**src/rtl/fphub_div_issue_queue.sv**
```systemverilog
// fphub_div_issue_queue: operand FIFO plus issue FSM in front of a HUB
// floating-point divider. Holds one operation at a time at the divider and
// returns results in acceptance order.
// Optional feature: define FPHUB_DIV_WATCHDOG_EN to add a WAIT-state watchdog
// that forces an error result after TIMEOUT cycles without div_finish.
`timescale 1ns/1ps

module fphub_div_issue_queue #(
    parameter int unsigned M       = 23,
    parameter int unsigned E       = 8,
    parameter int unsigned DEPTH   = 4,
    parameter int unsigned TW      = 4,
    parameter int unsigned TIMEOUT = 64
) (
    input  logic                       clk,
    input  logic                       rst_l,
    input  logic                       in_valid,
    output logic                       in_ready,
    input  logic [M+E:0]               in_x,
    input  logic [M+E:0]               in_d,
    input  logic [TW-1:0]              in_tag,
    output logic                       out_valid,
    input  logic                       out_ready,
    output logic [M+E:0]               out_res,
    output logic [TW-1:0]              out_tag,
    output logic                       out_err,
    output logic                       div_start,
    output logic [M+E:0]               div_x,
    output logic [M+E:0]               div_d,
    input  logic [M+E:0]               div_res,
    input  logic                       div_finish,
    input  logic                       div_computing,
    output logic [$clog2(DEPTH):0]     count,
    output logic                       busy
);

    localparam int unsigned W  = M + E + 1;
    localparam int unsigned PW = $clog2(DEPTH);
    localparam int unsigned CW = PW + 1;

    typedef enum logic [1:0] {ST_IDLE, ST_ISSUE, ST_WAIT, ST_OUT} state_t;

    // Parameter sanity at elaboration
    if (DEPTH < 2 || (DEPTH & (DEPTH - 1)) != 0 || TIMEOUT == 0) begin : g_bad_params
        $error("fphub_div_issue_queue: DEPTH must be a power of 2 >= 2 and TIMEOUT nonzero");
    end

    logic [W-1:0]  r_mem_x   [DEPTH];
    logic [W-1:0]  r_mem_d   [DEPTH];
    logic [TW-1:0] r_mem_tag [DEPTH];
    logic [PW-1:0] r_wr_ptr;
    logic [PW-1:0] r_rd_ptr;
    logic [CW-1:0] r_count;
    logic          r_in_ready;

    state_t        r_state;
    logic [W-1:0]  r_x;
    logic [W-1:0]  r_d;
    logic [TW-1:0] r_tag;
    logic [W-1:0]  r_out_res;
    logic [TW-1:0] r_out_tag;
    logic          r_out_valid;
    logic          r_div_start;
    logic          r_busy;

    logic          w_push;
    logic          w_pop;
    logic [CW-1:0] w_count_nxt;

    // Pop happens only when the FSM moves into ISSUE from IDLE or from a completed OUT
    assign w_push      = in_valid && r_in_ready;
    assign w_pop       = (r_count != '0) &&
                         ((r_state == ST_IDLE) || ((r_state == ST_OUT) && out_ready));
    assign w_count_nxt = r_count + CW'(w_push) - CW'(w_pop);

    assign in_ready  = r_in_ready;
    assign count     = r_count;
    assign busy      = r_busy;
    assign out_valid = r_out_valid;
    assign out_res   = r_out_res;
    assign out_tag   = r_out_tag;
    assign div_start = r_div_start;
    assign div_x     = r_x;
    assign div_d     = r_d;

    // FIFO storage write; contents need no reset since pointers/count gate reads
    always_ff @(posedge clk) begin
        if (w_push) begin
            r_mem_x[r_wr_ptr]   <= in_x;
            r_mem_d[r_wr_ptr]   <= in_d;
            r_mem_tag[r_wr_ptr] <= in_tag;
        end
    end

    // FIFO pointers, occupancy and ready flag
    always_ff @(posedge clk or negedge rst_l) begin
        if (!rst_l) begin
            r_wr_ptr   <= '0;
            r_rd_ptr   <= '0;
            r_count    <= '0;
            r_in_ready <= 1'b1;
        end else begin
            if (w_push) r_wr_ptr <= r_wr_ptr + PW'(1);
            if (w_pop)  r_rd_ptr <= r_rd_ptr + PW'(1);
            r_count    <= w_count_nxt;
            r_in_ready <= (w_count_nxt < CW'(DEPTH));
        end
    end

`ifdef FPHUB_DIV_WATCHDOG_EN
    localparam int unsigned WDW = $clog2(TIMEOUT + 1);
    logic [WDW-1:0] r_wd_cnt;
    logic           r_out_err;
    assign out_err = r_out_err;
`else
    assign out_err = 1'b0;
`endif

    // Issue FSM with registered divider and result outputs
    always_ff @(posedge clk or negedge rst_l) begin
        if (!rst_l) begin
            r_state     <= ST_IDLE;
            r_x         <= '0;
            r_d         <= '0;
            r_tag       <= '0;
            r_out_res   <= '0;
            r_out_tag   <= '0;
            r_out_valid <= 1'b0;
            r_div_start <= 1'b0;
            r_busy      <= 1'b0;
`ifdef FPHUB_DIV_WATCHDOG_EN
            r_wd_cnt    <= '0;
            r_out_err   <= 1'b0;
`endif
        end else begin
            r_div_start <= 1'b0;
            r_busy      <= 1'b1;
            case (r_state)
                ST_IDLE: begin
                    r_busy <= w_pop || div_computing;
                    if (w_pop) begin
                        r_x         <= r_mem_x[r_rd_ptr];
                        r_d         <= r_mem_d[r_rd_ptr];
                        r_tag       <= r_mem_tag[r_rd_ptr];
                        r_div_start <= 1'b1;
                        r_state     <= ST_ISSUE;
                    end
                end
                ST_ISSUE: begin
                    r_state <= ST_WAIT;
`ifdef FPHUB_DIV_WATCHDOG_EN
                    r_wd_cnt <= '0;
`endif
                end
                ST_WAIT: begin
                    if (div_finish) begin
                        r_out_res   <= div_res;
                        r_out_tag   <= r_tag;
                        r_out_valid <= 1'b1;
                        r_state     <= ST_OUT;
`ifdef FPHUB_DIV_WATCHDOG_EN
                        r_out_err   <= 1'b0;
`endif
                    end
`ifdef FPHUB_DIV_WATCHDOG_EN
                    else if (r_wd_cnt == WDW'(TIMEOUT - 1)) begin
                        r_out_res   <= {r_x[W-1] ^ r_d[W-1], {(W-1){1'b1}}};
                        r_out_tag   <= r_tag;
                        r_out_err   <= 1'b1;
                        r_out_valid <= 1'b1;
                        r_state     <= ST_OUT;
                    end else begin
                        r_wd_cnt <= r_wd_cnt + WDW'(1);
                    end
`endif
                end
                ST_OUT: begin
                    if (out_ready) begin
                        r_out_valid <= 1'b0;
                        if (w_pop) begin
                            r_x         <= r_mem_x[r_rd_ptr];
                            r_d         <= r_mem_d[r_rd_ptr];
                            r_tag       <= r_mem_tag[r_rd_ptr];
                            r_div_start <= 1'b1;
                            r_state     <= ST_ISSUE;
                        end else begin
                            r_busy  <= div_computing;
                            r_state <= ST_IDLE;
                        end
                    end
                end
                default: r_state <= ST_IDLE;
            endcase
        end
    end

endmodule

```
**config.mk**
```make
export PLATFORM = sky130hd
export DESIGN_NAME = fphub_div_issue_queue
export DESIGN_NICKNAME = d
export VERILOG_FILES = /design/src/rtl/fphub_div_issue_queue.sv
export SDC_FILE = /design/constraint.sdc
export NUM_CORES = 1
export LEC_CHECK = 0
export ABC_AREA = 1
export CAP_MARGIN = 25
export CORE_ASPECT_RATIO = 1.75
export CORE_MARGIN = 1.5
export CORE_UTILIZATION = 40
export CTS_CLUSTER_DIAMETER = 30
export DETAILED_ROUTE_END_ITERATION = 8
export GPL_TIMING_DRIVEN = 0
export PLACE_DENSITY = 0.61
export SLEW_MARGIN = 20
export SYNTH_ARGS = -nofsm -noshare
export SYNTH_HDL_FRONTEND = slang
export SYNTH_SLANG_ARGS = --single-unit
export TNS_END_PERCENT = 30
```
**constraint.sdc**
```tcl
create_clock -name clk -period 12.6 [get_ports clk]
set_input_delay 2.52 -clock clk [delete_from_list [all_inputs] [get_ports clk]]
set_output_delay 2.52 -clock clk [all_outputs]
set_load 0.005 [all_outputs]
```
==> results.cfg, run 1 <==
[sta]
rsz0062_at_grt = no
drv_slew = 0
finalHoldViolations = 0
tightest_slew_ns = 0.7280
max_slew_margin_pct = 51.46
fmax_mhz = 241.3
setup_slack_ns = 8.455
fin_crit_sh_pct = 32.90
fin_crit_ns = 4.145
fin_worst_skew_ns = 0.01748
setup_viol = 0
timing.hold.ws_ns = 0.4786
setup-tns-final_ns = 0

[clocking]
cts_buffer_depth = 3
tritoncts = yes
cts_setup_buffers = 0
h-tree-depth = 2
cts_root_buf = clkbuf_16
clk_pin_slew_ns = 0.06
cts_resized = 0
hold_buffers = 0
clkLatencyLatePin_ns = 0.57
cts_sinks = 389
cts_buffers = 50

[setup_path]
worstSetupPathType = in2reg
max_stage_delay_ns = 0.63
r2r-end = in_ready
worst_path_max_delay_cell = nor2_4
cp.required_ns = 12.86
r2r_cells = 13
rrSetupSlack_ns = 10.26
critPathCaptureType = flip-flop
cp-start-kind = input pin
cp_data_arrival_time_ns = 4.41
r2r-start = r_state[0]
crit_path_max_fanout = 20
path_cells = clkdlybuf4s50_1, nand2_1, nor2_4, buf_16, buf_12

[placed_design]
dp_slack_ns = 7.813
port_buffers = 212
gp_congestion = 0.7446
dpl.cell_count = 1876
post_dp_cell_area_sq_mm = 0.01814
dp_hpwl_um = 25300

[drt]
avgRoutedWirePerCell_um = 18.89
viasPerCell = 4.912
ant_nets = 0
wl_um = 37270
drcViolationCount = 0
vias = 9691
drt_iter0_markers = 475
first_pass_iters = 5

[die]
die_y_um = 259.7
die_area_sq_mm = 0.03888
die_x_um = 149.7
initial_utilization_pct = 40.71
core_sq_mm = 0.03700
io_pins = 214
rows = 93

[global_routing]
global_route.usage.met1_pct = 21.35
grt_max_degree = 79
first_global_vias = 10030
grt_pass1_wl_um = 56190
met3_usage_pct = 3.228
grt_use_total_pct = 19.24
grt-busiest-layer = met2
met2_usage_pct = 35.55
antenna_found_initial = 3
overflow = 0

[synth]
synth_nets = 1292
avgSynthCellArea_sq_um = 12.82
ys_seq_area_share_pct = 73.67
synth.distinct_cells = 24
yosysTopAreaCell = edfxtp_1
syn-instance-count = 1175
synth_top_area_share_pct = 54.22
synth_seq_cells = 389
ys_warn_count = 0
netlist_top_cells_area = edfxtp_1 54%, dfrtp_1 19%, nand2_1 5.4%, inv_1 3.9%, o211ai_1 3.4%
syn_area_sq_mm = 0.01506

[power_and_ir_drop]
power.density_mw_per_mm2 = 251.0
vdd_drop_max_mv = 0.1418
power_leakage_uw = 0.007984

[layout]
layout_common_cells = 272 x edfxtp_1, 218 x nand2_1, 211 x clkdlybuf4s50_1
multi_input_area_sq_mm = 0.003079
synthToLayoutAreaGrowth_pct = 31.43
seq_area_sq_mm = 0.01110
n_fill_cell = 3175
final_cells = 1973
final_common_cell = edfxtp_1
nNetsFinal = 1570
final_layout_size_suffix_gt1_share_pct = 12.78
final_area_sq_mm = 0.01980

[hold_path]
hold_end = div_d[29]
hold_path.startpoint = div_d[29]
hp-class = reg2reg
holdPathStages = 2

[flow_run]
maxCapViolCount = 0

[status]
status = finished, final reports clean
[how the worst max path moves through the flow]
stage | depth (start not counted) | end | slack (ns) | start
after floorplan | 2 | r_mem_d[0][0] | 6.56 | in_valid
after global placement | 3 | r_mem_d[0][5] | 3.36 | in_valid
after detailed placement | 5 | r_mem_d[0][7] | 7.81 | in_valid
after CTS | 5 | r_mem_d[0][14] | 8.40 | in_valid
after global routing | 5 | r_mem_d[0][12] | 8.35 | in_valid
final | 5 | r_mem_d[0][5] | 8.46 | in_valid
[flip-flops by register name, summed over array words and instances, names as in the netlist, 2 cells and up]
| register | flops |
|---|---|
| out_res | 32 |
| r_wr_ptr | 2 |
| r_tag | 4 |
| r_mem_d | 128 |
| r_state | 2 |
| div_x | 32 |
| count | 3 |
| r_rd_ptr | 2 |
| div_d | 32 |
| out_tag | 4 |
| r_mem_x | 128 |
| r_mem_tag | 16 |
[power breakdown]
| part | internal [uW] | switching (uW) |
|---|---|---|
| combinational | 748 | 1010 |
| sequential | 1710 | 132 |
| clock | 780 | 591 |
| total | 3240 | 1730 |
[metal layers]
layer	up-vias	routed length, um
met5	-	0
met4	0	1328
met1	4740	14080
li1	4611	-
met3	72	1854
met2	268	20000
[cell families (layout without fill, tap and decap cells)]
| family | count (synthesis) | in the layout | share of synthesized area (%) |
|---|---|---|---|
| compound gates | 209 | 209 | 8.090 |
| buf+inv | 221 | 541 | 6.089 |
| mux | 36 | 36 | 2.691 |
| simple gates | 304 | 304 | 8.240 |
| xor+xnor | 4 | 4 | 0.2326 |
| other cells | 1 | 4 | 0.02490 |
| fa+ha+maj | 11 | 11 | 0.9635 |
| flops | 389 | 389 | 73.67 |
[worst max-delay path: cells and delay by family]
family                 cells  cell delay, ns
buffers and inverters      3            0.91
AND/OR/NAND/NOR            2            0.95
[metrics by stage]
| step | utilization (%) | total power [uW] |
|---|---|---|
| finish | 53.50 | 4968 |
| CTS | 53.48 | 5047 |
| global route | 53.50 | 5275 |
| global placement | 48.05 | 3597 |
| detailed placement | 49.02 | 3660 |
| floorplan | - | 2766 |
[final cells by class]
type,instances,share of cell area [%]
tap,475,3.002
buffer,63,1.637
sequential,389,56.05
antenna,3,0.03792
clock buffer,52,6.358
inverter,158,2.996
multi-input combinational,565,15.55
timing repair buffer,226,12.39
clock inverter,42,1.978
[Yosys cell counts (all sizes together)]
master	n
inv	158
nand4	1
dfrtp	116
xor2	4
ha	10
edfxtp	272
clkbuf	19
conb	1
o211ai	69
o21ai	71
dfstp	1
a21oi	69
mux2	36
nand3	72
buf	44
nor2	12
nand2	219
fa	1
No activity file was read; power rests on OpenSTA's default activity.
==> run 2, diff against run 1 <==
--- a/config.mk
+++ b/config.mk
@@ -13,7 +13,7 @@
 export CTS_CLUSTER_DIAMETER = 30
 export DETAILED_ROUTE_END_ITERATION = 8
 export GPL_TIMING_DRIVEN = 0
-export PLACE_DENSITY = 0.61
+export PLACE_DENSITY = 0.63
 export SLEW_MARGIN = 20
 export SYNTH_ARGS = -nofsm -noshare
 export SYNTH_HDL_FRONTEND = slang
==> constraint.sdc (replaced) <==
create_clock -name clk -period 3.4 [get_ports clk]
set_input_delay 0.68 -clock clk [delete_from_list [all_inputs] [get_ports clk]]
set_output_delay 0.68 -clock clk [all_outputs]
set_load 0.005 [all_outputs]
==> run 2 against run 1 <==
Count of clock-buffer cells in the layout up 6. Worst hold slack got worse by 0.44 ns. Sequential power increased to 3.7 times the previous value. Largest cell class unchanged. Die area stayed put.
==> results.cfg, run 2 (synthesis gave the netlist of run 1 again) <==
[placed_design]
gp_congestion = 0.7494
dp_hpwl_um = 25670
dpl.cell_count = 1876
port_buffers = 212
post_dp_cell_area_sq_mm = 0.01815

[global_routing]
grt_use_total_pct = 19.74
grt_pass1_wl_um = 57280
grt_max_degree = 63
first_global_vias = 10220
antenna_found_initial = 4
overflow = 0

[layout]
final_area_sq_mm = 0.01991
seq_area_sq_mm = 0.01110
multi_input_area_sq_mm = 0.003079
nNetsFinal = 1570
layout_common_cells = 272 x edfxtp_1, 218 x nand2_1, 211 x clkdlybuf4s50_1
synthToLayoutAreaGrowth_pct = 32.18
final_common_cell = edfxtp_1
largestRegisters = r_mem_d (128), r_mem_x (128)
final_layout_size_suffix_gt1_share_pct = 12.58
n_fill_cell = 3121
final_cells = 1972

[setup_path]
rrSetupSlack_ns = 1.02
worst_path_max_delay_cell = nor2_4
r2r-start = in_ready
max_stage_delay_ns = 0.74
r2r-end = r_mem_d[0][10]
crit_family = simple AND/OR/NAND/NOR gates
cp_data_arrival_time_ns = 2.70
crit_path_max_fanout = 19
cp.required_ns = 3.66
worstSetupPathType = in2reg
path_cells = clkdlybuf4s50_1, nand2_1, nor2_4, buf_12, buf_16
r2r_cells = 4
crit_buf_inv = 3
cp-start-kind = input pin
critPathCaptureType = flip-flop

[clocking]
cts_sinks = 389
h-tree-depth = 2
cts_root_buf = clkbuf_16
clkLatencyLatePin_ns = 0.57
cts_setup_buffers = 0
cts_buffers = 50
tritoncts = yes
cts_resized = 0
clk_pin_slew_ns = 0.06
hold_buffers = 0
cts_buffer_depth = 3

[drt]
drt_iter0_markers = 453
highest_layer = met5
avgRoutedWirePerCell_um = 19.33
wl_met1_um = 14130
route.met2.wl_um = 21060
first_pass_iters = 4
wl_um = 38130
vias = 9833
drcViolationCount = 0
viasPerCell = 4.986
met3_length_um = 1995
ant_nets = 0

[sta]
tightest_slew_ns = 0.7971
max_slew_margin_pct = 46.74
setup_viol = 0
fin_crit_sh_pct = 71.69
rsz0062_at_grt = no
fin_worst_skew_ns = 0.01483
drv_slew = 0
finalHoldViolations = 0
fmax_mhz = 410.3
fin_crit_ns = 2.437

[die]
rows = 93
core_sq_mm = 0.03700
io_pins = 214
initial_utilization_pct = 40.71
die_x_um = 149.7
die_y_um = 259.7
die_area_sq_mm = 0.03888

[hold_path]
hp-class = in2async

[power_and_ir_drop]
power_leakage_uw = 0.008035
power.density_mw_per_mm2 = 938.9
vdd_drop_max_mv = 0.5840

[status]
status = finished, final reports clean

[flow_run]
maxCapViolCount = 0
-- run 2: cell types whose count changed in the layout (fill, tap and decap cells not counted), sizes merged --
| cell | delta |
|---|---|
| clkbuf | +6 |
| clkinv | -3 |
| clkinvlp | -1 |
| diode | -1 |
| inv | -2 |
-- run 2: worst reg2reg max path: stages, from the launching register on --
cell	delay (ns)
dfstp_2	0.52
nand2_1	0.32
nor2_4	0.75
buf_12	0.28
buf_16	0.19
-- run 2: report_power, final --
| part | leakage [uW] | switching (uW) | internal (uW) | total (uW) |
|---|---|---|---|---|
| clock | 0.000849 | 2220 | 3110 | 5330 |
| combinational | 0.00330 | 3760 | 2780 | 6540 |
| sequential | 0.00388 | 486 | 6330 | 6820 |
| total | 0.00804 | 6470 | 12200 | 18700 |
-- run 2: how the worst max path moves through the flow --
| stage | startpoint | endpoint | slack (ns) | depth (start not counted) |
|---|---|---|---|---|
| after floorplan | in_valid | r_mem_d[0][0] | -0.80 | 2 |
| after global placement | in_valid | r_mem_d[2][13] | -4.07 | 3 |
| after detailed placement | in_valid | r_mem_d[0][10] | 0.34 | 5 |
| after CTS | in_valid | r_mem_d[0][10] | 0.93 | 5 |
| after global routing | r_state[1] | in_ready | 0.82 | 12 |
| final | in_valid | r_mem_d[0][10] | 0.96 | 5 |
-- run 2: final cells by class --
type                            count  share of cell area (%)
Buffer                             63                   1.628
Clock inverter                     36                   1.879
Inverter                          158                   2.979
Clock buffer                       58                   6.913
Sequential cell                   389                   55.73
Timing Repair Buffer              226                   12.39
Multi-Input combinational cell    565                   15.47
Antenna cell                        2                 0.02514
Tap cell                          475                   2.985
-- run 2: routing by layer --
metal  vias up  global-route usage, %
met5         -                      0
met4         4                  7.081
met3        68                  3.316
met2       291                  38.17
met1      4852                  21.08
li1       4618                      -
-- run 2: metrics by stage --
stage | power, uW | setup slack, ns | TNS [ns] | utilization (%) | hold WS [ns]
2_1_floorplan | 10250 | -0.7969 | -216.77 | - | 0.3844
3_3_place_gp | 13290 | -4.065 | -1472.14 | 48.05 | 0.4595
3_5_place_dp | 13570 | 0.3433 | 0 | 49.06 | 0.4649
4_1_cts | 18960 | 0.9347 | 0 | 53.79 | 0.04477
5_1_grt | 19810 | 0.8203 | 0 | 53.81 | 0.07258
6_report | 18690 | 0.9627 | 0 | 53.81 | 0.03661
